==> src/rtl/mem_access_pkg.sv <==
// Shared encodings for the memory access unit: access sizes, FSM states and
// the default memory read latency.
package mem_access_pkg;

    localparam logic [1:0] SZ_WORD = 2'd0;
    localparam logic [1:0] SZ_HALF = 2'd1;
    localparam logic [1:0] SZ_BYTE = 2'd2;

    localparam int MEM_LAT_DEFAULT = 2;

    typedef enum logic [1:0] {
        ST_IDLE,
        ST_READ,
        ST_WRITE,
        ST_RESP
    } state_e;

    // Size 3 is reserved and behaves as a word.
    function automatic logic is_misaligned(input logic [1:0] size, input logic [1:0] offs);
        logic mis;
        case (size)
            SZ_BYTE: mis = 1'b0;
            SZ_HALF: mis = offs[0];
            default: mis = (offs != 2'b00);
        endcase
        return mis;
    endfunction

endpackage

==> src/rtl/mem_lane_align.sv <==
// Little-endian lane handling: extracts and extends load data, and merges
// sub-word store data into the old memory word.
module mem_lane_align
    import mem_access_pkg::*;
(
    input  logic [31:0] rdata,
    input  logic [31:0] old_word,
    input  logic [31:0] wdata,
    input  logic [1:0]  offs,
    input  logic [1:0]  size,
    input  logic        is_unsigned,
    output logic [31:0] load_data,
    output logic [31:0] store_data
);

    logic signed [7:0]  lane_b;
    logic signed [15:0] lane_h;

    always_comb begin
        lane_b     = rdata[{offs, 3'b000} +: 8];
        lane_h     = offs[1] ? rdata[31:16] : rdata[15:0];
        load_data  = rdata;
        store_data = wdata;
        case (size)
            SZ_BYTE: begin
                load_data  = is_unsigned ? {24'd0, lane_b} : {{24{lane_b[7]}}, lane_b};
                store_data = old_word;
                store_data[{offs, 3'b000} +: 8] = wdata[7:0];
            end
            SZ_HALF: begin
                load_data  = is_unsigned ? {16'd0, lane_h} : {{16{lane_h[15]}}, lane_h};
                store_data = offs[1] ? {wdata[15:0], old_word[15:0]}
                                     : {old_word[31:16], wdata[15:0]};
            end
            default: begin
                load_data  = rdata;
                store_data = wdata;
            end
        endcase
    end

endmodule

==> src/rtl/mem_access_unit.sv <==
// Memory-side responder: one load/store at a time, absorbs the memory read
// latency, performs lane selection/extension and read-modify-write stores.
module mem_access_unit
    import mem_access_pkg::*;
#(
    parameter int MEM_LAT = MEM_LAT_DEFAULT
) (
    input  logic        clk,
    input  logic        reset,
    input  logic        req_valid,
    output logic        req_ready,
    input  logic        req_write,
    input  logic [1:0]  req_size,
    input  logic        req_unsigned,
    input  logic [31:0] req_addr,
    input  logic [31:0] req_wdata,
    output logic        resp_valid,
    output logic [31:0] resp_rdata,
    output logic        resp_misalign,
    output logic [31:0] mem_addr,
    output logic        mem_wr,
    output logic [31:0] mem_wdata,
    input  logic [31:0] mem_rdata
);

    state_e      state_q, state_d;
    logic [2:0]  cnt_q, cnt_d;
    logic [1:0]  offs_q, offs_d;
    logic [1:0]  size_q, size_d;
    logic        write_q, write_d;
    logic        unsigned_q, unsigned_d;
    logic [31:0] wdata_q, wdata_d;
    logic        resp_valid_q, resp_valid_d;
    logic [31:0] resp_rdata_q, resp_rdata_d;
    logic        resp_misalign_q, resp_misalign_d;
    logic [31:0] mem_addr_q, mem_addr_d;
    logic        mem_wr_q, mem_wr_d;
    logic [31:0] mem_wdata_q, mem_wdata_d;

    logic [31:0] load_data;
    logic [31:0] store_data;

    // The read data is consumed in the same cycle it is captured, so the
    // merged store word and the extended load value are registered directly.
    mem_lane_align u_align (
        .rdata       (mem_rdata),
        .old_word    (mem_rdata),
        .wdata       (wdata_q),
        .offs        (offs_q),
        .size        (size_q),
        .is_unsigned (unsigned_q),
        .load_data   (load_data),
        .store_data  (store_data)
    );

    always_comb begin
        state_d         = state_q;
        cnt_d           = cnt_q;
        offs_d          = offs_q;
        size_d          = size_q;
        write_d         = write_q;
        unsigned_d      = unsigned_q;
        wdata_d         = wdata_q;
        resp_valid_d    = 1'b0;
        resp_rdata_d    = resp_rdata_q;
        resp_misalign_d = resp_misalign_q;
        mem_addr_d      = mem_addr_q;
        mem_wr_d        = 1'b0;
        mem_wdata_d     = mem_wdata_q;
        case (state_q)
            ST_IDLE: begin
                if (req_valid) begin
                    offs_d     = req_addr[1:0];
                    size_d     = req_size;
                    write_d    = req_write;
                    unsigned_d = req_unsigned;
                    wdata_d    = req_wdata;
                    if (is_misaligned(req_size, req_addr[1:0])) begin
                        state_d         = ST_RESP;
                        resp_valid_d    = 1'b1;
                        resp_rdata_d    = 32'd0;
                        resp_misalign_d = 1'b1;
                    end else begin
                        mem_addr_d = {req_addr[31:2], 2'b00};
                        if (req_write && (req_size == SZ_WORD || req_size == 2'd3)) begin
                            state_d     = ST_WRITE;
                            mem_wr_d    = 1'b1;
                            mem_wdata_d = req_wdata;
                        end else begin
                            state_d = ST_READ;
                            cnt_d   = 3'(MEM_LAT);
                        end
                    end
                end
            end
            ST_READ: begin
                cnt_d = cnt_q - 3'd1;
                if (cnt_q == 3'd1) begin
                    if (write_q) begin
                        state_d     = ST_WRITE;
                        mem_wr_d    = 1'b1;
                        mem_wdata_d = store_data;
                    end else begin
                        state_d         = ST_RESP;
                        resp_valid_d    = 1'b1;
                        resp_rdata_d    = load_data;
                        resp_misalign_d = 1'b0;
                    end
                end
            end
            ST_WRITE: begin
                state_d         = ST_RESP;
                resp_valid_d    = 1'b1;
                resp_rdata_d    = 32'd0;
                resp_misalign_d = 1'b0;
            end
            default: begin
                state_d = ST_IDLE;
            end
        endcase
    end

    always_ff @(posedge clk or posedge reset) begin
        if (reset) begin
            state_q         <= ST_IDLE;
            cnt_q           <= 3'd0;
            offs_q          <= 2'd0;
            size_q          <= 2'd0;
            write_q         <= 1'b0;
            unsigned_q      <= 1'b0;
            wdata_q         <= 32'd0;
            resp_valid_q    <= 1'b0;
            resp_rdata_q    <= 32'd0;
            resp_misalign_q <= 1'b0;
            mem_addr_q      <= 32'd0;
            mem_wr_q        <= 1'b0;
            mem_wdata_q     <= 32'd0;
        end else begin
            state_q         <= state_d;
            cnt_q           <= cnt_d;
            offs_q          <= offs_d;
            size_q          <= size_d;
            write_q         <= write_d;
            unsigned_q      <= unsigned_d;
            wdata_q         <= wdata_d;
            resp_valid_q    <= resp_valid_d;
            resp_rdata_q    <= resp_rdata_d;
            resp_misalign_q <= resp_misalign_d;
            mem_addr_q      <= mem_addr_d;
            mem_wr_q        <= mem_wr_d;
            mem_wdata_q     <= mem_wdata_d;
        end
    end

    assign req_ready     = (state_q == ST_IDLE);
    assign resp_valid    = resp_valid_q;
    assign resp_rdata    = resp_rdata_q;
    assign resp_misalign = resp_misalign_q;
    assign mem_addr      = mem_addr_q;
    assign mem_wr        = mem_wr_q;
    assign mem_wdata     = mem_wdata_q;

endmodule

==> config.mk <==
export PLATFORM = sky130hd
export DESIGN_NAME = mem_access_unit
export DESIGN_NICKNAME = d
export VERILOG_FILES = /design/src/rtl/mem_access_pkg.sv /design/src/rtl/mem_lane_align.sv /design/src/rtl/mem_access_unit.sv
export SDC_FILE = /design/constraint.sdc
export NUM_CORES = 1
export LEC_CHECK = 0
export ABC_AREA = 1
export BUFFER_PORTS_ARGS = -buffer_cell sky130_fd_sc_hd__buf_2
export CORE_MARGIN = 2
export CORE_UTILIZATION = 35
export CTS_CLUSTER_DIAMETER = 50
export CTS_CLUSTER_SIZE = 16
export DETAILED_ROUTE_END_ITERATION = 6
export GPL_TIMING_DRIVEN = 0
export SLEW_MARGIN = 10
export SYNTH_ARGS = -nofsm -noshare
export SYNTH_HDL_FRONTEND = slang
export SYNTH_SLANG_ARGS = --single-unit
==> constraint.sdc <==
create_clock -name clk -period 5.81 [get_ports clk]
set_clock_uncertainty 0.1 [all_clocks]
set_input_delay 1.162 -clock clk [delete_from_list [all_inputs] [get_ports clk]]
set_output_delay 1.162 -clock clk [all_outputs]
set_load 0.1 [all_outputs]
* After elaboration in Yosys (flattened, before gate mapping) *
Index checks and enable logic that the tools add are counted.

cells by class
  bitwise operators = 1
  reductions and logical operators = 13
  add/subtract/negate cells = 2
  eq/ne operators = 16
  muxes and demuxes = 47
  shifts and indexed selects = 3

operators by type and width
  kind                                                    count
  two-way mux 32 bit                                      12
  case mux 32 bit (2 select lines)                        3
  case mux 32 bit (3 select lines)                        1
  bitwise mux 32 bit                                      1
  variable shift 8 x 7 -> 32 bit (first input constant)   1
  variable part select 32 x 6 -> 8 bit                    1
  variable part select 8 x 7 -> 32 bit                    1
  two-way mux 1 bit                                       16
  two-way mux 16 bit                                      1
  inequality test 2 bit (second input constant)           6
  two-way mux 3 bit                                       3
  equality test 2 bit (second input constant)             4
  two-way mux 2 bit                                       4
  negator 5 -> 7 bit                                      1
  equality test 2 x 1 -> 1 bit (second input constant)    3
  case mux 1 bit (3 select lines)                         2
  case mux 2 bit (3 select lines)                         1
  case mux 3 bit (2 select lines)                         1
  AND reduction 6 bit                                     1
  AND reduction 5 bit                                     1
  logical NOT 2 bit                                       2
  inequality test 2 x 1 -> 1 bit (second input constant)  2
  case mux 1 bit (2 select lines)                         2
  AND reduction 2 bit                                     2
  other kinds (9)                                         10

storage, ports and cells
  input port bits = 103
  word-level logic and storage cells = 95
  register bits after elaboration = 140

* Longest topological paths before layout *
  word-level depth = 7
  gate-level depth with buffers = 14
  mapped depth without buffers = 12

* Hierarchy *
Synthesis repeated with hierarchy kept, for this count alone.

unflattened totals
  cell total of the unflattened synthesis = 1,107
  area, all modules = 8,091.5 um^2

by module, submodules not included
  module           area an instance (um^2)  instances  cells an instance  sequential area each (um^2)
  mem_access_unit  6,110.9                  1          673                3,503.4
  mem_lane_align   1,980.6                  1          434                0.0

* Least setup slack after synthesis *
Ideal clock, no wire load.

  path kind = input to register
  from = input req_size[1]
  to = register mem_wdata_q[20], in the netlist mem_wdata[20]
  arrival = 2.341 ns
  buffers on the path = 2
  cell stages on the path = 10
  required time = 5.587 ns
  path slack = 3.246 ns
  library setup time = 0.123 ns
  cell sequence = inv_1 > ha_1 > nand2_1 > nand2_1 > o21ai_0 > nand2_2 > buf_6 > buf_6 > nor2_2 > a21oi_2

between the ends
  longest elaborated chain between the ends = 6

ends and longest elaborated chain
  what                                                                 RTL line                source
  start, declared                                                      mem_access_unit.sv:13   input logic [1:0] req_size,
  equality test 2 x 1 -> 1 bit or equality test 2 bit (tied branches)  mem_access_pkg.sv:21    case (size)
  case mux 1 bit (2 select lines)                                      mem_access_pkg.sv:21
  two-way mux 1 bit                                                    mem_access_unit.sv:72   if (req_valid) begin
  two-way mux 1 bit                                                    mem_access_unit.sv:70   case (state_q)
  inequality test 2 bit (no source line)                               --
  AND reduction 6 bit (no source line) (*)                             --
  end signal, assigned                                                 mem_access_unit.sv:151  mem_wdata_q <= mem_wdata_d;
  end, declared                                                        mem_access_unit.sv:38   logic [31:0] mem_wdata_q, mem_wdata_d;

Every way passes the cells marked *; elsewhere a longest branch is shown, timed or not. The select of a mux whose other input is x is not followed.
A chain may end at the register's enable or synchronous reset.

* Worst setup path in the final report *
  from = register state_q[1]
  to = output req_ready

between the ends
  longest elaborated chain between the ends = 1

ends and longest elaborated chain
  what                    RTL line                source
  start, declared         mem_access_unit.sv:26   state_e state_q, state_d;
  start signal, assigned  mem_access_unit.sv:139  state_q <= state_d;
  logical NOT 2 bit       mem_access_unit.sv:155  assign req_ready = (state_q == ST_IDLE);
  end, declared           mem_access_unit.sv:11   output logic req_ready,

No other way between the ends.

==> results.ini <==
[finish]
stdcell_count=1672
drive_gt1_frac=0.2201
fin_nets=1490
fillCellCount=2413
areaGrowthSynthToFinish_pct=25.44
ff_latch_area_mm2=0.003503
multi_input_area_mm2=0.003681
fin_area_mm2=0.009957

[routing]
vias=7996
drtAntennaViolNets=0
post-route-drc-count=0
drtPass1Iterations=6
drtIter0Drc=553
avgRoutedWirePerCell_um=15.46
avgViaCountPerCell=4.782
drt_wl_total_um=25860

[run_status]
outcome=finished clean

[setup_path]
reg2reg_slack_ps=3460
reg2regPathDepth=11
crit_type=reg2out
crit_cells=3
crit_path_max_fanout=3
r2r_end=mem_wdata[6]
cp.arrival_ps=1590
slowest_delay_ps=450
required_ps=4550
crit-reg2reg-launch=offs_q[1]
path_cells=inv_1 > ha_1 > buf_2
worst_setup_path_end_kind=output pin
crit_slowest_cell=buf_2
cpLargestDelayFamily=buffers and inverters
path_buf_inv=2
start_kind=flip-flop

[grt]
met3_usage=0.05716
grt_busiest_layer=met2
grtUsageTotal=0.2180
grt_pass1_vias=7583
overflow=0
antenna_found_initial=2
use_met2=0.3580
grt_pass1_wl_um=40590
met1_usage=0.2825
grt_max_degree=99

[clock_network]
cts_buffer_depth=2
cts_resized=0
cts_root_buf=clkbuf_16
clk_pin_slew_worst_paths_ps=60
cts_buffers=17
htreeDepth=4
insertion_delay_ps=430
cts_setup_buffers=0
cts_hold_buf=0
cts_sinks=140
cts_tree=done

[timing]
drv_slew=0
fin_crit_ps=2853
fmax_ghz=0.3505
setup_ws_ps=2957
hold_violations=0
rsz0062_at_grt=false
final.period_utilization=0.4910
worstMarginPinSlew_ps=571.8
setup_viol=0
tns_ps=0
relSlewSlack=0.6148

[synth]
async_flop_share=1.000
yosysTopAreaCellShare=0.4414
synth_commonest_cells=nand2_1, nor2_1, dfrtp_1, inv_1, o21ai_0
synth.top_cells.by_area=dfrtp_1, nand2_1, nor2_1
yosys_register_bits=140
netlist_area_mm2=0.007938
yosysTopAreaCell=dfrtp_1
synth_top_flop_cell=dfrtp_1
ys_types=31
synth-edff-count=0
synth.avg_cell_area_um2=6.890
synth_cells=1152
synth_most_common_cell=nand2_1
yosysWarningCount=0
seq_area_frac_synth=0.4414

[floorplanning]
die_area_mm2=0.02390
num_rows=55
core_area_mm2=0.02243
die_h_um=154.6
ioPinCount=203
start_util=0.3538
die_x_um=154.6

[placement]
place_congestion=0.9160
pre_cts_ws_ps=2837
dp_cells=1639
port_buffers=200
dp_hpwl_um=19750
placed_cell_area_mm2=0.009334

[worst_hold_path]
min_path_cells=2
holdPathEnd=cnt_q[1]
hp-class=reg2reg
min_from=cnt_q[1]

[flow_run]
maxCapViolCount=0

worst max-delay path by stage:
| stage | start | endpoint | slack (ps) |
|---|---|---|---|
| 6_report | state_q[1] | req_ready | 2960 |
| 5_1_grt | state_q[0] | req_ready | 2870 |
| 4_1_cts | state_q[1] | req_ready | 2920 |
| 3_5_place_dp | req_size[1] | mem_wdata[17] | 2840 |
| 3_3_place_gp | reset | resp_rdata[16] | -1150 |
| 2_1_floorplan | reset | cnt_q[0] | 800 |
flip-flops by register name, summed over array words and instances (netlist names):
signal	count
mem_wdata	32
resp_valid	1
unsigned_q	1
size_q	2
write_q	1
resp_rdata	32
mem_wr	1
cnt_q	3
wdata_q	32
offs_q	2
mem_addr	30
resp_misalign	1
state_q	2
metal layers:
layer / vias to the layer above / part of all wire
met5: - / 0.00050
met4: 2 / 0.021
met3: 44 / 0.071
met2: 277 / 0.47
met1: 3679 / 0.44
li1: 3994 / -
logic make-up (layout without fill, tap and decap cells):
logic type      Yosys count  in the layout  share of synthesized area
simple gates            638            638                     0.3192
buf+inv                 180            413                    0.09536
compound gates          178            178                     0.1204
flops                   140            140                     0.4414
fa+ha+maj                14             14                    0.02207
other cells               1              3                  0.0004724
xor+xnor                  1              1                   0.001104
area by class of cell:
class,count,share of cell area
inverters,123,0.04737
diodes,1,0.0002513
clock buffers,18,0.04411
plain buffers,57,0.02940
well taps,285,0.03581
repair buffers,201,0.1033
flip-flops and latches,140,0.3518
clock inverters,14,0.01822
multi-input cells,833,0.3697
worst min-delay path: stages, from the launching register on:
cell and delay, ps:
dfrtp_1 340, nand2_1 50, nand2_1 50
per-stage QoR:
| stage | hold WS [ps] | util |
|---|---|---|
| after floorplan | 341.9 | - |
| after CTS | 374.6 | 0.4437 |
| after global placement | 357.1 | 0.4145 |
| final | 373.1 | 0.4438 |
| after detailed placement | 359.2 | 0.4161 |
| after global routing | 396.4 | 0.4437 |
cells in the final DEF (no fill, tap or decap), drive strengths merged, types with 2 or more instances in the layout:
master	instances
nand2	435
buf	232
nor2	155
dfrtp	140
inv	129
o21ai	94
a21oi	79
nand3	45
clkbuf	44
ha	14
clkinvlp	4
bufinv	3
o22ai	2
nor3	2
o21bai	2
conb	2
Power is not shown: default switching activity piles up to over one toggle a cycle in this logic, so the estimate is an artifact.
